===== src/rtl/mem_arb_pkg.sv =====
// Shared definitions for mem_arbiter: FSM state encoding, owner ids and counter width.
package mem_arb_pkg;

  localparam int CNT_W = 4;

  typedef enum logic [2:0] {
    IDLE   = 3'd0,
    ACCESS = 3'd1,
    RESP   = 3'd2,
    DUMP   = 3'd3,
    HALTED = 3'd4
  } state_e;

  localparam logic OWN_IF  = 1'b0;
  localparam logic OWN_MEM = 1'b1;

endpackage


===== src/rtl/mem_lat_counter.sv =====
// Load/clear down-counter timing the ACCESS phase; is_last flags the final cycle.
module mem_lat_counter #(
  parameter int CNT_W = 4
) (
  input  logic             clk,
  input  logic             rst,
  input  logic             load,
  input  logic             clr,
  input  logic             dec,
  input  logic [CNT_W-1:0] load_val,
  output logic             is_last
);

  logic [CNT_W-1:0] cnt_q, cnt_d;

  always_comb begin
    cnt_d = cnt_q;
    if (clr) begin
      cnt_d = '0;
    end else if (load) begin
      cnt_d = load_val;
    end else if (dec && (cnt_q != '0)) begin
      cnt_d = cnt_q - 1'b1;
    end
  end

  always_ff @(posedge clk or posedge rst) begin
    if (rst) begin
      cnt_q <= '0;
    end else begin
      cnt_q <= cnt_d;
    end
  end

  assign is_last = (cnt_q == {{(CNT_W-1){1'b0}}, 1'b1});

endmodule


===== src/rtl/mem_arbiter.sv =====
// Shares one memory2c-style memory between IF (read-only) and MEM (read/write) and sequences the halt dump.
// Optional macro MEM_ALIGN_CHECK_EN: odd addresses skip the memory, return 0 and pulse err.
module mem_arbiter
  import mem_arb_pkg::*;
#(
  parameter int LATENCY      = 2,
  parameter int STARVE_LIMIT = 4
) (
  input  logic        clk,
  input  logic        rst,
  input  logic        if_req,
  input  logic [15:0] if_addr,
  output logic [15:0] if_rdata,
  output logic        if_done,
  input  logic        mem_req,
  input  logic        mem_wr,
  input  logic [15:0] mem_addr,
  input  logic [15:0] mem_wdata,
  output logic [15:0] mem_rdata,
  output logic        mem_done,
  input  logic        halt,
  output logic        m_enable,
  output logic        m_wr,
  output logic [15:0] m_addr,
  output logic [15:0] m_data_in,
  input  logic [15:0] m_data_out,
  output logic        m_createdump,
  output logic        halted,
  output logic        err
);

  localparam logic [CNT_W-1:0] LAT_V    = CNT_W'(LATENCY);
  localparam logic [CNT_W-1:0] STARVE_V = CNT_W'(STARVE_LIMIT);

  state_e           state_q, state_d;
  logic             owner_q, owner_d;
  logic             wr_q, wr_d;
  logic [15:0]      addr_q, addr_d;
  logic [15:0]      wdata_q, wdata_d;
  logic [15:0]      rdata_q, rdata_d;
  logic [CNT_W-1:0] starve_q, starve_d;
  logic             lat_load, lat_clr, lat_dec, lat_last;
  logic             grant_if;
`ifdef MEM_ALIGN_CHECK_EN
  logic             err_q, err_d;
`endif

  // IF overrides MEM priority only once MEM has won STARVE_LIMIT times in a row against a waiting IF.
  assign grant_if = if_req && (!mem_req || (starve_q == STARVE_V));
  assign lat_dec  = (state_q == ACCESS);

  always_comb begin
    state_d  = state_q;
    owner_d  = owner_q;
    wr_d     = wr_q;
    addr_d   = addr_q;
    wdata_d  = wdata_q;
    rdata_d  = rdata_q;
    starve_d = starve_q;
    lat_load = 1'b0;
    lat_clr  = 1'b0;
`ifdef MEM_ALIGN_CHECK_EN
    err_d    = err_q;
`endif
    case (state_q)
      IDLE: begin
        if (halt) begin
          state_d = DUMP;
        end else if (if_req || mem_req) begin
          owner_d  = grant_if ? OWN_IF : OWN_MEM;
          addr_d   = grant_if ? if_addr : mem_addr;
          wr_d     = grant_if ? 1'b0 : mem_wr;
          wdata_d  = mem_wdata;
          if (grant_if || !if_req) begin
            starve_d = '0;
          end else if (starve_q != STARVE_V) begin
            starve_d = starve_q + 1'b1;
          end
          lat_load = 1'b1;
          state_d  = ACCESS;
`ifdef MEM_ALIGN_CHECK_EN
          err_d = 1'b0;
          if (addr_d[0]) begin
            err_d    = 1'b1;
            rdata_d  = '0;
            lat_load = 1'b0;
            state_d  = RESP;
          end
`endif
        end
      end
      ACCESS: begin
        if (lat_last) begin
          if (!wr_q) begin
            rdata_d = m_data_out;
          end
          state_d = RESP;
        end
      end
      RESP: begin
        lat_clr = 1'b1;
        state_d = IDLE;
      end
      DUMP:    state_d = HALTED;
      HALTED:  state_d = HALTED;
      default: state_d = IDLE;
    endcase
  end

  always_ff @(posedge clk or posedge rst) begin
    if (rst) begin
      state_q  <= IDLE;
      owner_q  <= OWN_IF;
      wr_q     <= 1'b0;
      addr_q   <= '0;
      wdata_q  <= '0;
      rdata_q  <= '0;
      starve_q <= '0;
    end else begin
      state_q  <= state_d;
      owner_q  <= owner_d;
      wr_q     <= wr_d;
      addr_q   <= addr_d;
      wdata_q  <= wdata_d;
      rdata_q  <= rdata_d;
      starve_q <= starve_d;
    end
  end

`ifdef MEM_ALIGN_CHECK_EN
  always_ff @(posedge clk or posedge rst) begin
    if (rst) begin
      err_q <= 1'b0;
    end else begin
      err_q <= err_d;
    end
  end

  assign err = (state_q == RESP) && err_q;
`else
  assign err = 1'b0;
`endif

  mem_lat_counter #(.CNT_W(CNT_W)) u_lat (
    .clk      (clk),
    .rst      (rst),
    .load     (lat_load),
    .clr      (lat_clr),
    .dec      (lat_dec),
    .load_val (LAT_V),
    .is_last  (lat_last)
  );

  // Write strobe only on the last ACCESS cycle so the memory sees a single write edge.
  assign m_enable     = (state_q == ACCESS);
  assign m_wr         = m_enable && wr_q && lat_last;
  assign m_addr       = addr_q;
  assign m_data_in    = wdata_q;
  assign m_createdump = (state_q == DUMP);
  assign halted       = (state_q == HALTED);
  assign if_done      = (state_q == RESP) && (owner_q == OWN_IF);
  assign mem_done     = (state_q == RESP) && (owner_q == OWN_MEM);
  assign if_rdata     = if_done  ? rdata_q : '0;
  assign mem_rdata    = mem_done ? rdata_q : '0;

endmodule


===== config.mk =====
export PLATFORM = sky130hd
export DESIGN_NAME = mem_arbiter
export DESIGN_NICKNAME = d
export VERILOG_FILES = /design/src/rtl/mem_arb_pkg.sv /design/src/rtl/mem_lat_counter.sv /design/src/rtl/mem_arbiter.sv
export SDC_FILE = /design/constraint.sdc
export NUM_CORES = 1
export LEC_CHECK = 0
export CAP_MARGIN = 25
export CORE_UTILIZATION = 44
export DETAILED_ROUTE_END_ITERATION = 10
export PLACE_DENSITY = 0.85
export SYNTH_ARGS = -nofsm -noshare
export SYNTH_HDL_FRONTEND = slang
export SYNTH_HIERARCHICAL = 1
export SYNTH_SLANG_ARGS = --single-unit

===== constraint.sdc =====
create_clock -name clk -period 3.62 [get_ports clk]
set_clock_uncertainty 0.2 [all_clocks]
set_input_delay 1.086 -clock clk [delete_from_list [all_inputs] [get_ports clk]]
set_output_delay 1.086 -clock clk [all_outputs]
set_load 0.05 [all_outputs]

==> results.cfg <==
[finish]
mostFrequentLayoutCells = 104 x clkdlybuf4s50_1, 68 x nand2_1, 61 x dfrtp_1, 34 x a21oi_1, 25 x buf_4
area_growth_pct = 63.0
num_antenna_cells = 0
fin_area_um2 = 4830
final_cells = 541
final_common_cell = clkdlybuf4s50_1
drive_gt1_share_pct = 17.9
layout.nets = 534

[pwr]
power_frac_comb_pct = 53.3
seqPwrFrac_pct = 30.8
p_sw_uw = 1800
internal_power_uw = 2190
p_per_area_nw_per_um2 = 827
ir_worst_vdd_v = 0.000518
switching_share_pct = 45.1
finalPower_uw = 3990
leakagePower_uw = 0.00226
clkPwrFrac_pct = 15.9

[global_routing]
grt_pass1_wl_um = 13600
grt_max_degree = 34
grt_pass1_vias = 2885
grt_usage_pct = 24.6
grt_overflow = 0
grt_antenna_before_repair = 0

[sta]
maxSlewHeadroom_pct = 61.3
tightest_slew_ps = 579
hold_viol = 0
slew_violations = 0
final.min_clock_period_ps = 3440
fmax_ghz = 0.290
rsz0062_at_grt = false
timing.hold.ws_ps = 274
fin_crit_sh_pct = 95.1
timing.setup.tns_ps = 0
setup_violations = 0

[worst_setup_path]
start_kind = flop
reg2reg_from = state_q[2]
r2r_cells = 6
crit_type = flop to output port
cpPeakStageDelay_ps = 550
reg2reg_setup_slack_ps = 1060
rr_endpoint = m_addr[13]
cpMaxStageDelayCell = dlygate4sd2_1
critical_path_arrival_ps = 2160
crit_path_end_kind = output port
crit_required_ps = 2330
path_max_fanout = 4
crit_chain = inv_1 -> ha_1 -> nor3b_1 -> and4_1 -> dlygate4sd2_1

[yosys]
syn_area_per_cell_um2 = 9.52
synth_cell_types = 46
ys_async_sr_fraction_pct = 100
yosys_warnings = 6
ys_ff_latch = 61
synth-main-ff-cell = dfrtp_1
yosysSeqAreaShare_pct = 51.6
mappedNetlistArea_um2 = 2960
synthCells = 311
synth-edff-count = 0

[route]
drcViolationCount = 18
dr.first_iter.drc_count = 126
drt_wl_total_um = 8120
vias_per_cell = 5.08
drt.antenna.violating_nets = 0
via_count = 2749
drtPass1Iterations = 8
wire_per_inst_um = 15.0

[outcome]
status = finished with violations
violations = DRC

[floorplanning]
initial_utilization_pct = 46.1
rows = 29
die_y_um = 84.0
coreArea_um2 = 6420
die_width_um = 84.0
die_area_um2 = 7060
io_pins = 141

[cts]
insertion_delay_ps = 330
cts-root-buf = clkbuf_8
numCtsBuffers = 9
cts_max_path_buffers = 2
path_clk_slew_ps = 60
htreeDepth = 3
cts_tree = yes
cts.sinks = 61

[run]
drv_cap = 0

[worst_hold_path]
hold_end = m_data_in[10]
hold_path_depth = 2
worst_hold_path_type = flop to flop
min_from = m_data_in[10]

[placement]
place_inst = 525
io_buffer_count = 139
gp_congestion = 0.812
place_hpwl_um = 5950
placed_area_um2 = 4610
## area by class of cell
type,count,area (µm²)
clock buffers,13,169
clock inverters,3,42.5
fillers,481,1600
inverters,12,45.0
multi-input cells,226,1340
flip-flops and latches,61,1530
well taps,77,96.3
repair buffers,149,1610
## critical path: cells and delay by family, from the launching register on
family                     cells  cell delay (ps)
buffers and inverters          2              730
DFF                            1              380
and+or+nand+nor                2              540
adders and majority gates      1              180
## sequential cells by signal, summed over array words and instances, names as in the netlist
signal	cells
m_addr	16
m_data_in	16
owner_q	1
rdata_q	16
starve_q	4
state_q	3
u_lat/cnt_q	4
wr_q	1
## power by group through the flow
stage	registers [µW]	clock network, µW	logic (µW)
after floorplan	1790	0	814
after global placement	1220	0	2080
after detailed placement	1230	0	2130
after CTS	1230	650	2140
after global routing	1270	683	2260
final	1230	636	2130
## timing repair
action / 4_1_cts / 5_1_grt
resized for setup: 1 / 1
hold buffers: 0 / 0
setup endpoints to repair: 1 / 1
buffers inserted: 0 / 0
## kinds of logic (layout without fill, tap and decap cells)
kind of cell             count (synthesis)  in the layout  synth area share [%]
multiplexers                            16             16                  6.09
other                                    2              5                 0.254
AND/OR/NAND/NOR                        149            149                  24.5
flip-flops                              61             61                  51.6
AO/OA/AOI/OAI                           51             51                  11.3
adder cells (fa/ha/maj)                  5              5                  2.11
buffers and inverters                   27            177                  4.14
## stage by stage
stage          utilization, %  setup slack (ps)
2_1_floorplan               -               268
3_3_place_gp             71.8               235
3_5_place_dp             71.8              72.7
4_1_cts                  75.1              54.7
5_1_grt                  75.1              56.2
6_report                 75.1               177
## cells in the mapped netlist (2+ instances only)
master / instances / area share (%)
nand3_1: 4 / 0.68
clkbuf_1: 5 / 0.63
mux2_2: 16 / 6.1
and3_1: 16 / 3.4
nor3b_1: 4 / 1.0
nor3_1: 2 / 0.34
nand2_1: 68 / 8.6
nand4_1: 2 / 0.42
and2_1: 18 / 3.8
ha_1: 5 / 2.1
conb_1: 2 / 0.25
inv_1: 11 / 1.4
a21o_1: 3 / 0.76
o21ai_0: 2 / 0.34
buf_2: 8 / 1.4
nor2_1: 22 / 2.8
dfrtp_1: 61 / 52
a21oi_1: 34 / 5.7
## worst max-delay path by stage
stage | endpoint | cells past startpoint | start | slack [ps]
after detailed placement | u_lat/cnt_q[1] | 7 | mem_req | 70
after global routing | m_wr | 5 | u_lat/cnt_q[1] | 60
after global placement | u_lat/cnt_q[1] | 7 | mem_req | 240
final | m_wr | 5 | u_lat/cnt_q[1] | 180
after floorplan | if_rdata[10] | 4 | state_q[0] | 270
after CTS | m_enable | 3 | state_q[2] | 50
## metal layers
| layer | wire (µm) | vias to the layer above | GRT usage, % |
|---|---|---|---|
| li1 | - | 1334 | - |
| met2 | 4130 | 90 | 41.7 |
| met3 | 481 | 14 | 5.64 |
| met1 | 3380 | 1311 | 30.2 |
| met5 | 0 | - | 0 |
| met4 | 131 | 0 | 10.5 |
Note: power is estimated with default switching activity, not from simulation.
